<file path="src/rtl/ube_pkg.sv">
// UBE exerciser shared definitions: CSR bit positions and sequencer states.
// Latency: n/a (definitions only).
// Backpressure: n/a.
package ube_pkg;

  localparam int CSR_ERR  = 15;
  localparam int CSR_BUSY = 14;
  localparam int CSR_FTM  = 11;
  localparam int CSR_NPRO = 9;
  localparam int CSR_BYTE = 8;
  localparam int CSR_DONE = 7;
  localparam int CSR_IE   = 6;
  localparam int CSR_NPRS = 5;
  localparam int CSR_GO   = 0;

  typedef enum logic [2:0] {
    IDLE,
    REQ,
    XFER,
    DONEST,
    INTR
  } state_t;

endpackage

</file>
<file path="src/rtl/ube_xfer_csr_if.sv">
// UBE register-decode / bus-master / interrupt signal bundle around the CSR block.
// Latency: n/a (wiring only).
// Backpressure: NPR uses nprREQ held until nprACK; interrupt uses intREQ held until intACK.
// Ports: dev* write path from register decode, reg* readback, npr* DMA handshake,
//        int* interrupt handshake. slave = CSR block side, master = decode/bus side.
interface ube_xfer_csr_if #(
  parameter int WCWIDTH = 16,
  parameter int NLEVELS = 4
);
  logic               devHIBYTE;
  logic               devLOBYTE;
  logic [35:0]        devDATAI;
  logic               csrWRITE;
  logic               wcWRITE;
  logic [15:0]        regCSR;
  logic [WCWIDTH-1:0] regWC;
  logic               nprREQ;
  logic               nprACK;
  logic               nprDONE;
  logic               nprNXM;
  logic               nprBYTE;
  logic [NLEVELS-1:0] intREQ;
  logic               intACK;

  modport slave (
    input  devHIBYTE, devLOBYTE, devDATAI, csrWRITE, wcWRITE,
    input  nprACK, nprDONE, nprNXM, intACK,
    output regCSR, regWC, nprREQ, nprBYTE, intREQ
  );

  modport master (
    output devHIBYTE, devLOBYTE, devDATAI, csrWRITE, wcWRITE,
    output nprACK, nprDONE, nprNXM, intACK,
    input  regCSR, regWC, nprREQ, nprBYTE, intREQ
  );
endinterface

</file>
<file path="src/rtl/ube_intsel.sv">
// Priority encoder: BR select mask to one-hot request at the highest selected level.
// Latency: combinational.
// Backpressure: none.
// Ports: i_mask (bit0 = BR4), o_int (one-hot, bit0 = BR4, all-zero when mask empty).
module ube_intsel #(
  parameter int NLEVELS = 4
) (
  input  logic [NLEVELS-1:0] i_mask,
  output logic [NLEVELS-1:0] o_int
);

  // Scan upward so the highest set bit is the last one to claim the output.
  always_comb begin
    o_int = '0;
    for (int i = 0; i < NLEVELS; i++) begin
      if (i_mask[i]) begin
        o_int    = '0;
        o_int[i] = 1'b1;
      end
    end
  end

endmodule

</file>
<file path="src/rtl/ube_xfer_csr.sv">
// UBE control/status + word-count registers with the NPR transfer sequencer and interrupt.
// Latency: GO write to nprREQ 1 cycle; last nprDONE to CSR DONE 2 cycles.
// Backpressure: holds nprREQ until nprACK, intREQ until intACK; XFER aborts after TIMEOUT cycles.
// Ports: clk, rst (sync, active-high), clr (Unibus INIT, same as rst), bus (slave modport).
module ube_xfer_csr
  import ube_pkg::*;
#(
  parameter int WCWIDTH = 16,
  parameter int TIMEOUT = 255,
  parameter int NLEVELS = 4
) (
  input  logic           clk,
  input  logic           rst,
  input  logic           clr,
  ube_xfer_csr_if.slave  bus
);

  localparam int TW = $clog2(TIMEOUT);

  state_t             r_state;
  state_t             w_state_nxt;
  logic               r_err, r_done, r_ftm, r_npro, r_byte, r_ie, r_npr_req;
  logic [NLEVELS-1:0] r_br;
  logic [WCWIDTH-1:0] r_wc;
  logic [TW-1:0]      r_tmo;

  logic               w_reset, w_busy, w_go, w_npro_eff, w_tmo_hit;
  logic               w_set_err, w_wc_dec;
  logic [WCWIDTH-1:0] w_wc_eff;
  logic [NLEVELS-1:0] w_int_sel;
  logic [15:0]        w_csr;
  logic               unused_ok;

  assign w_reset   = rst | clr;
  assign w_busy    = (r_state != IDLE);
  assign w_go      = bus.csrWRITE & bus.devLOBYTE & bus.devDATAI[CSR_GO] & ~w_busy;
  // A launch sees mode/count values written in the same cycle.
  assign w_npro_eff = (bus.csrWRITE & bus.devHIBYTE) ? bus.devDATAI[CSR_NPRO] : r_npro;
  assign w_wc_eff   = bus.wcWRITE ? bus.devDATAI[WCWIDTH-1:0] : r_wc;
  assign w_tmo_hit  = (r_tmo == TW'(TIMEOUT - 1));
  assign unused_ok  = &{1'b0, bus.devDATAI};

  always_comb begin
    w_state_nxt = r_state;
    w_set_err   = 1'b0;
    w_wc_dec    = 1'b0;
    case (r_state)
      IDLE: begin
        if (w_go) begin
          w_state_nxt = (!w_npro_eff || w_wc_eff == '0) ? DONEST : REQ;
        end
      end
      REQ: begin
        if (bus.nprACK) w_state_nxt = XFER;
      end
      XFER: begin
        // NXM beats DONE; DONE beats the timeout.
        if (bus.nprNXM) begin
          w_set_err   = 1'b1;
          w_state_nxt = DONEST;
        end else if (bus.nprDONE) begin
          w_wc_dec    = (r_wc != '0);
          w_state_nxt = (r_wc <= WCWIDTH'(1)) ? DONEST : REQ;
        end else if (w_tmo_hit) begin
          w_set_err   = 1'b1;
          w_state_nxt = DONEST;
        end
      end
      DONEST: begin
        w_state_nxt = (r_ie && r_br != '0) ? INTR : IDLE;
      end
      INTR: begin
        // Leave if the request was granted or software withdrew it (IE or level cleared).
        if (bus.intACK || !r_ie || r_br == '0) w_state_nxt = IDLE;
      end
      default: w_state_nxt = IDLE;
    endcase
  end

  always_ff @(posedge clk) begin
    if (w_reset) begin
      r_state   <= IDLE;
      r_npr_req <= 1'b0;
      r_err     <= 1'b0;
      r_done    <= 1'b0;
      r_ftm     <= 1'b0;
      r_npro    <= 1'b0;
      r_byte    <= 1'b0;
      r_ie      <= 1'b0;
      r_br      <= '0;
      r_wc      <= '0;
      r_tmo     <= '0;
    end else begin
      r_state   <= w_state_nxt;
      r_npr_req <= (w_state_nxt == REQ);

      if (r_state == REQ)       r_tmo <= '0;
      else if (r_state == XFER) r_tmo <= r_tmo + TW'(1);

      // IE and BR select stay writable while busy so software can withdraw an interrupt.
      if (bus.csrWRITE && bus.devLOBYTE) begin
        r_ie <= bus.devDATAI[CSR_IE];
        r_br <= bus.devDATAI[NLEVELS:1];
      end
      if (bus.csrWRITE && bus.devHIBYTE && !w_busy) begin
        r_ftm  <= bus.devDATAI[CSR_FTM];
        r_npro <= bus.devDATAI[CSR_NPRO];
        r_byte <= bus.devDATAI[CSR_BYTE];
      end

      if (bus.wcWRITE && !w_busy) r_wc <= bus.devDATAI[WCWIDTH-1:0];
      else if (w_wc_dec)          r_wc <= r_wc - WCWIDTH'(1);

      if (w_go) begin
        r_err  <= 1'b0;
        r_done <= 1'b0;
      end
      if (w_set_err)          r_err  <= 1'b1;
      if (r_state == DONEST)  r_done <= 1'b1;
    end
  end

  always_comb begin
    w_csr           = '0;
    w_csr[CSR_ERR]  = r_err;
    w_csr[CSR_BUSY] = w_busy;
    w_csr[CSR_FTM]  = r_ftm;
    w_csr[CSR_NPRO] = r_npro;
    w_csr[CSR_BYTE] = r_byte;
    w_csr[CSR_DONE] = r_done;
    w_csr[CSR_IE]   = r_ie;
    w_csr[CSR_NPRS] = (r_state == REQ) || (r_state == XFER);
    w_csr[NLEVELS:1] = r_br;
  end

  ube_intsel #(.NLEVELS(NLEVELS)) u_intsel (
    .i_mask (r_br),
    .o_int  (w_int_sel)
  );

  assign bus.regCSR  = w_csr;
  assign bus.regWC   = r_wc;
  assign bus.nprREQ  = r_npr_req;
  assign bus.nprBYTE = r_byte;
  assign bus.intREQ  = (r_state == INTR && r_ie) ? w_int_sel : '0;

endmodule

</file>
<file path="src/flat_wrapper.sv">
// flat-port wrapper written by rule: the top's interface ports become plain ports
module ube_xfer_csr_flat import ube_pkg::*;
#(
  parameter int WCWIDTH = 16,
  parameter int TIMEOUT = 255,
  parameter int NLEVELS = 4
)
  (clk, rst, clr, bus_devHIBYTE, bus_devLOBYTE, bus_devDATAI, bus_csrWRITE, bus_wcWRITE, bus_nprACK, bus_nprDONE, bus_nprNXM, bus_intACK, bus_regCSR, bus_regWC, bus_nprREQ, bus_nprBYTE, bus_intREQ);
  ube_xfer_csr_if #(.WCWIDTH(WCWIDTH), .NLEVELS(NLEVELS)) bus_i ();
  input  logic clk;
  input  logic rst;
  input  logic clr;
  input wire logic [$bits(bus_i.devHIBYTE)-1:0] bus_devHIBYTE;
  input wire logic [$bits(bus_i.devLOBYTE)-1:0] bus_devLOBYTE;
  input wire logic [$bits(bus_i.devDATAI)-1:0] bus_devDATAI;
  input wire logic [$bits(bus_i.csrWRITE)-1:0] bus_csrWRITE;
  input wire logic [$bits(bus_i.wcWRITE)-1:0] bus_wcWRITE;
  input wire logic [$bits(bus_i.nprACK)-1:0] bus_nprACK;
  input wire logic [$bits(bus_i.nprDONE)-1:0] bus_nprDONE;
  input wire logic [$bits(bus_i.nprNXM)-1:0] bus_nprNXM;
  input wire logic [$bits(bus_i.intACK)-1:0] bus_intACK;
  output wire logic [$bits(bus_i.regCSR)-1:0] bus_regCSR;
  output wire logic [$bits(bus_i.regWC)-1:0] bus_regWC;
  output wire logic [$bits(bus_i.nprREQ)-1:0] bus_nprREQ;
  output wire logic [$bits(bus_i.nprBYTE)-1:0] bus_nprBYTE;
  output wire logic [$bits(bus_i.intREQ)-1:0] bus_intREQ;
  assign bus_i.devHIBYTE = bus_devHIBYTE;
  assign bus_i.devLOBYTE = bus_devLOBYTE;
  assign bus_i.devDATAI = bus_devDATAI;
  assign bus_i.csrWRITE = bus_csrWRITE;
  assign bus_i.wcWRITE = bus_wcWRITE;
  assign bus_i.nprACK = bus_nprACK;
  assign bus_i.nprDONE = bus_nprDONE;
  assign bus_i.nprNXM = bus_nprNXM;
  assign bus_i.intACK = bus_intACK;
  assign bus_regCSR = bus_i.regCSR;
  assign bus_regWC = bus_i.regWC;
  assign bus_nprREQ = bus_i.nprREQ;
  assign bus_nprBYTE = bus_i.nprBYTE;
  assign bus_intREQ = bus_i.intREQ;
  ube_xfer_csr #(.WCWIDTH(WCWIDTH), .TIMEOUT(TIMEOUT), .NLEVELS(NLEVELS)) u_core (.clk(clk), .rst(rst), .clr(clr), .bus(bus_i));
endmodule
</file>
<file path="config.mk">
export PLATFORM = sky130hd
export DESIGN_NAME = ube_xfer_csr_flat
export DESIGN_NICKNAME = d
export VERILOG_FILES = /design/src/rtl/ube_pkg.sv /design/src/rtl/ube_xfer_csr_if.sv /design/src/rtl/ube_intsel.sv /design/src/rtl/ube_xfer_csr.sv /design/src/flat_wrapper.sv
export SDC_FILE = /design/constraint.sdc
export NUM_CORES = 1
export LEC_CHECK = 0
export CORE_MARGIN = 1.5
export CORE_UTILIZATION = 47
export CTS_CLUSTER_DIAMETER = 30
export CTS_CLUSTER_SIZE = 8
export DETAILED_ROUTE_END_ITERATION = 12
export GPL_TIMING_DRIVEN = 0
export PLACE_DENSITY = 0.85
export SKIP_LAST_GASP = 1
export SYNTH_ARGS = -nofsm -noshare
export SYNTH_HDL_FRONTEND = slang
export SYNTH_SLANG_ARGS = --single-unit
export TNS_END_PERCENT = 5
</file>
<file path="constraint.sdc">
create_clock -name clk -period 3.66 [get_ports clk]
set_input_delay 0.732 -clock clk [delete_from_list [all_inputs] [get_ports clk]]
set_output_delay 0.732 -clock clk [all_outputs]
set_load 0.01 [all_outputs]
</file>
==> flow_results.org <==
** Floorplanning
- The die is 70.7 um wide.
- Core area :: 4380 um^2
- Boundary pin count :: 85
- Die Y :: 70.7 um
- The floorplan step defined a die boundary enclosing 5000 um^2.
- The initial utilization of the core area, before any placement, comes to 0.491.
- Number of core rows :: 24

** Final layout
- The filler cells instantiated in the layout total 367.
- Diodes inserted :: 0
- Fraction of final layout cells with drive strength greater than 1 :: 0.0997
- In the final design database the tool counted 383 nets.
- Measured on the finished design, the core utilization comes to 0.669.
- The area growth from synthesis to layout is 36.2%.
- Non-Filler Cell Area, Final :: 2930 um^2

** Setup path
- Critical Setup Path Class :: register to output port
- The worst setup path is launched from a register.
- Data on the critical path is required at its endpoint by 2.93 ns.
- Crit Path Max Fanout :: 8
- Category of the worst setup path capture point :: output port
- Data arrival time at the worst-slack endpoint :: 1.94 ns

** Clock tree
- After clock tree synthesis, the repair step resized 0 gates.
- CTS hold repair buffers :: 0
- Clock tree from TritonCTS :: yes
- Library cell used as clock root buffer :: clkbuf_8
- Clock sinks :: 38
- H-tree level count :: 2
- Once the clock tree was built, the setup fixing pass inserted 0 buffers.
- No sink is reached through more buffers than the 2 on the longest clock path.
- Clock-pin slew of the registers on the worst-case setup and hold paths :: 0.07 ns
- Number of buffers inserted during clock tree synthesis :: 5
- For the worst-skew pair, the clock arrives at the later sink with an insertion delay of 0.29 ns.

** Drt
- Final ANT Viol Nets :: 0
- Using the TritonRoute via totals, the vias-per-cell ratio works out to 5.80.
- For this run, the detailed router's first-pass iteration total came to 4.
- Dividing the detail-routed wire length by the instance count gives 15.1 um.
- After detailed routing, the number of remaining DRC violations is 0.
- The detailed router finished its first iteration with 143 violations.
- Vias after detailed routing :: 2220
- After detailed routing, the total wire length is 5770 um.

** Synthesis
- Synthesized-area fraction occupied by and/or/nand/nor cells :: 0.289
- The cell count after synthesis came out at 262.
- Main combinational cell family by area after synthesis :: simple AND/OR/NAND/NOR gates
- Share of the synthesized area in the top cell type :: 0.353
- Predominant post-synthesis flop cell :: dfxtp_1
- A synthesized cell averages 8.22 um^2.
- The synthesized design contains 0 enable-type register cells.
- Adder-cell share of the synthesized area :: 0.0290
- Post-Synthesis Cell Area :: 2150 um^2
- dfxtp_1 takes more of the synthesized area than any other cell.
- After synthesis the netlist holds a flip-flop and latch count of 38.
- Of the total synthesized cell area, the portion taken by XOR and XNOR cells is 0.0244.
- Async set or reset register ratio after synthesis :: 0
- The netlist uses 56 different library cells.
- The commonest cells after synthesis are dfxtp_1 (38), nand2_1 (29), nor2_1 (23).
- Top cells by area, synth :: dfxtp_1 (35%), nand2_1 (5.1%), a21oi_1 (4.9%)
- Sequential share of the synthesized area :: 0.353
- Multiplexer fraction of the synthesized cell area :: 0.0261
- Syn. warnings :: 0
- The synthesized-area fraction occupied by ao, oa, aoi and oai cells was 0.208.
- Most frequent cell after synthesis :: dfxtp_1

** Timing
- On the final layout, the worst clock skew is 0.00243 ns.
- After layout, the minimum clock period comes to 2.67 ns.
- Max Freq :: 375 MHz
- Headroom to the max-slew limit came out at 0.502.
- The number of failing hold endpoints at the final stage is 0.
- Final worst path period share :: 0.729
- Accumulated negative setup slack :: 0 ns
- Setup repair after global routing left no endpoint under its margin.
- For the pin with the worst max-slew slack, the measured transition is 0.744 ns.
- Smallest hold slack :: 0.458 ns
- Final setup vio count :: 0
- Total count of max-transition violations in the final report :: 0

** Global route
- Largest net degree at the start of global routing :: 12
- The total overflow left after global routing is 0.
- All-Layer GR Usage :: 0.239
- First-pass GRT wire length :: 9600 um
- Number of global-route vias before repair :: 2042
- The initial antenna violation count is 0.

** Place
- Once detailed placement completed, the half-perimeter wirelength came to 4180 um.
- Post-DP Area :: 2820 um^2
- Routability-driven placement congestion ratio :: 0.873
- IO Port Bufs :: 59

** Pwr
- Power spread over the standard cell area amounts to 336 nW/um^2.
- Peak supply drop :: 0.248 mV
- Leakage power :: 1.06 nW

** Status
- The flow ran to the end, and the final reports show no timing, DRC or antenna violations.

** Run
- Max-cap violations in this run came to 0.

** Hold path
- The tightest min-delay check is of the register to register type.
final cells by class:
| type | instances | area (um^2) | area share |
|---|---|---|---|
| clock inverter | 1 | 30.0 | 0.0102 |
| tap | 52 | 65.1 | 0.0222 |
| timing repair buffer | 59 | 591 | 0.201 |
| buffer | 20 | 119 | 0.0405 |
| multi-input combinational | 199 | 1260 | 0.428 |
| inverter | 8 | 30.0 | 0.0102 |
| sequential | 38 | 761 | 0.259 |
| clock buffer | 6 | 82.6 | 0.0281 |
report_power, final:
part | internal [mW] | switching [mW]
Sequential | 0.423 | 0.0140
Clock | 0.218 | 0.148
Combinational | 0.0883 | 0.0935
Total | 0.730 | 0.256
cells in the final DEF (no fill, tap or decap), types with 4 or more instances in the layout:
master / count
clkdlybuf4s50_1: 59
dfxtp_1: 38
nand2_1: 29
nor2_1: 23
a21oi_1: 21
nand3_1: 13
buf_4: 11
inv_1: 8
o21ai_0: 8
clkbuf_1: 7
nand4_1: 7
or3_1: 7
nor3_1: 6
o211ai_1: 6
clkbuf_8: 6
a31oi_1: 5
ha_1: 5
xor2_1: 4
conb_1: 4
registers in the layout, indices dropped and copies added, names as in the netlist:
| name | flops |
|---|---|
| u_core.bus.regWC | 16 |
| u_core.r_br | 4 |
| u_core.r_done | 1 |
| u_core.r_ftm | 1 |
| u_core.r_err | 1 |
| u_core.bus.nprBYTE | 1 |
| u_core.r_tmo | 8 |
| u_core.r_npro | 1 |
| u_core.bus.nprREQ | 1 |
| u_core.r_state | 3 |
| u_core.r_ie | 1 |
worst paths after layout:
kind                                   startpoint              endpoint  slack (ns)  depth (start not counted)
worst max-delay path            u_core.r_state[0]         bus_intREQ[1]        0.99                          5
worst min-delay path                u_core.r_done         u_core.r_done        0.46                          2
worst max register to register  u_core.r_state[0]  u_core.bus.regWC[10]        1.47                          6
worst min register to register      u_core.r_done         u_core.r_done        0.46                          2
cell families after synthesis:
family / after synthesis
buffers and inverters: 28
muxes: 5
DFF: 38
adders and majority gates: 5
xor gates and xnor gates: 6
AOI/OAI and AO/OA: 66
and+or+nand+nor: 113
other: 1
worst max-delay path: stages (launching register included):
cell	delay, ns
dfxtp_1	0.30
clkbuf_1	0.19
nor2_1	0.17
nand3_1	0.14
nor4b_1	0.26
clkdlybuf4s50_1	0.58
metrics by stage:
step,cells,total power [mW],setup slack (ns)
floorplan,265,0.547,1.63
global placement,376,0.622,0.974
detailed placement,376,0.625,0.964
CTS,383,0.983,0.983
global route,383,1.02,0.798
finish,383,0.985,0.990
layer usage:
layer	up-vias	part of all wire	GRT usage
li1	1082	-	-
met1	1055	0.44	0.305
met3	9	0.054	0.0370
met2	74	0.49	0.412
met4	0	0.015	0.0797
met5	-	0	0
No activity file was read; power rests on OpenSTA's default activity.
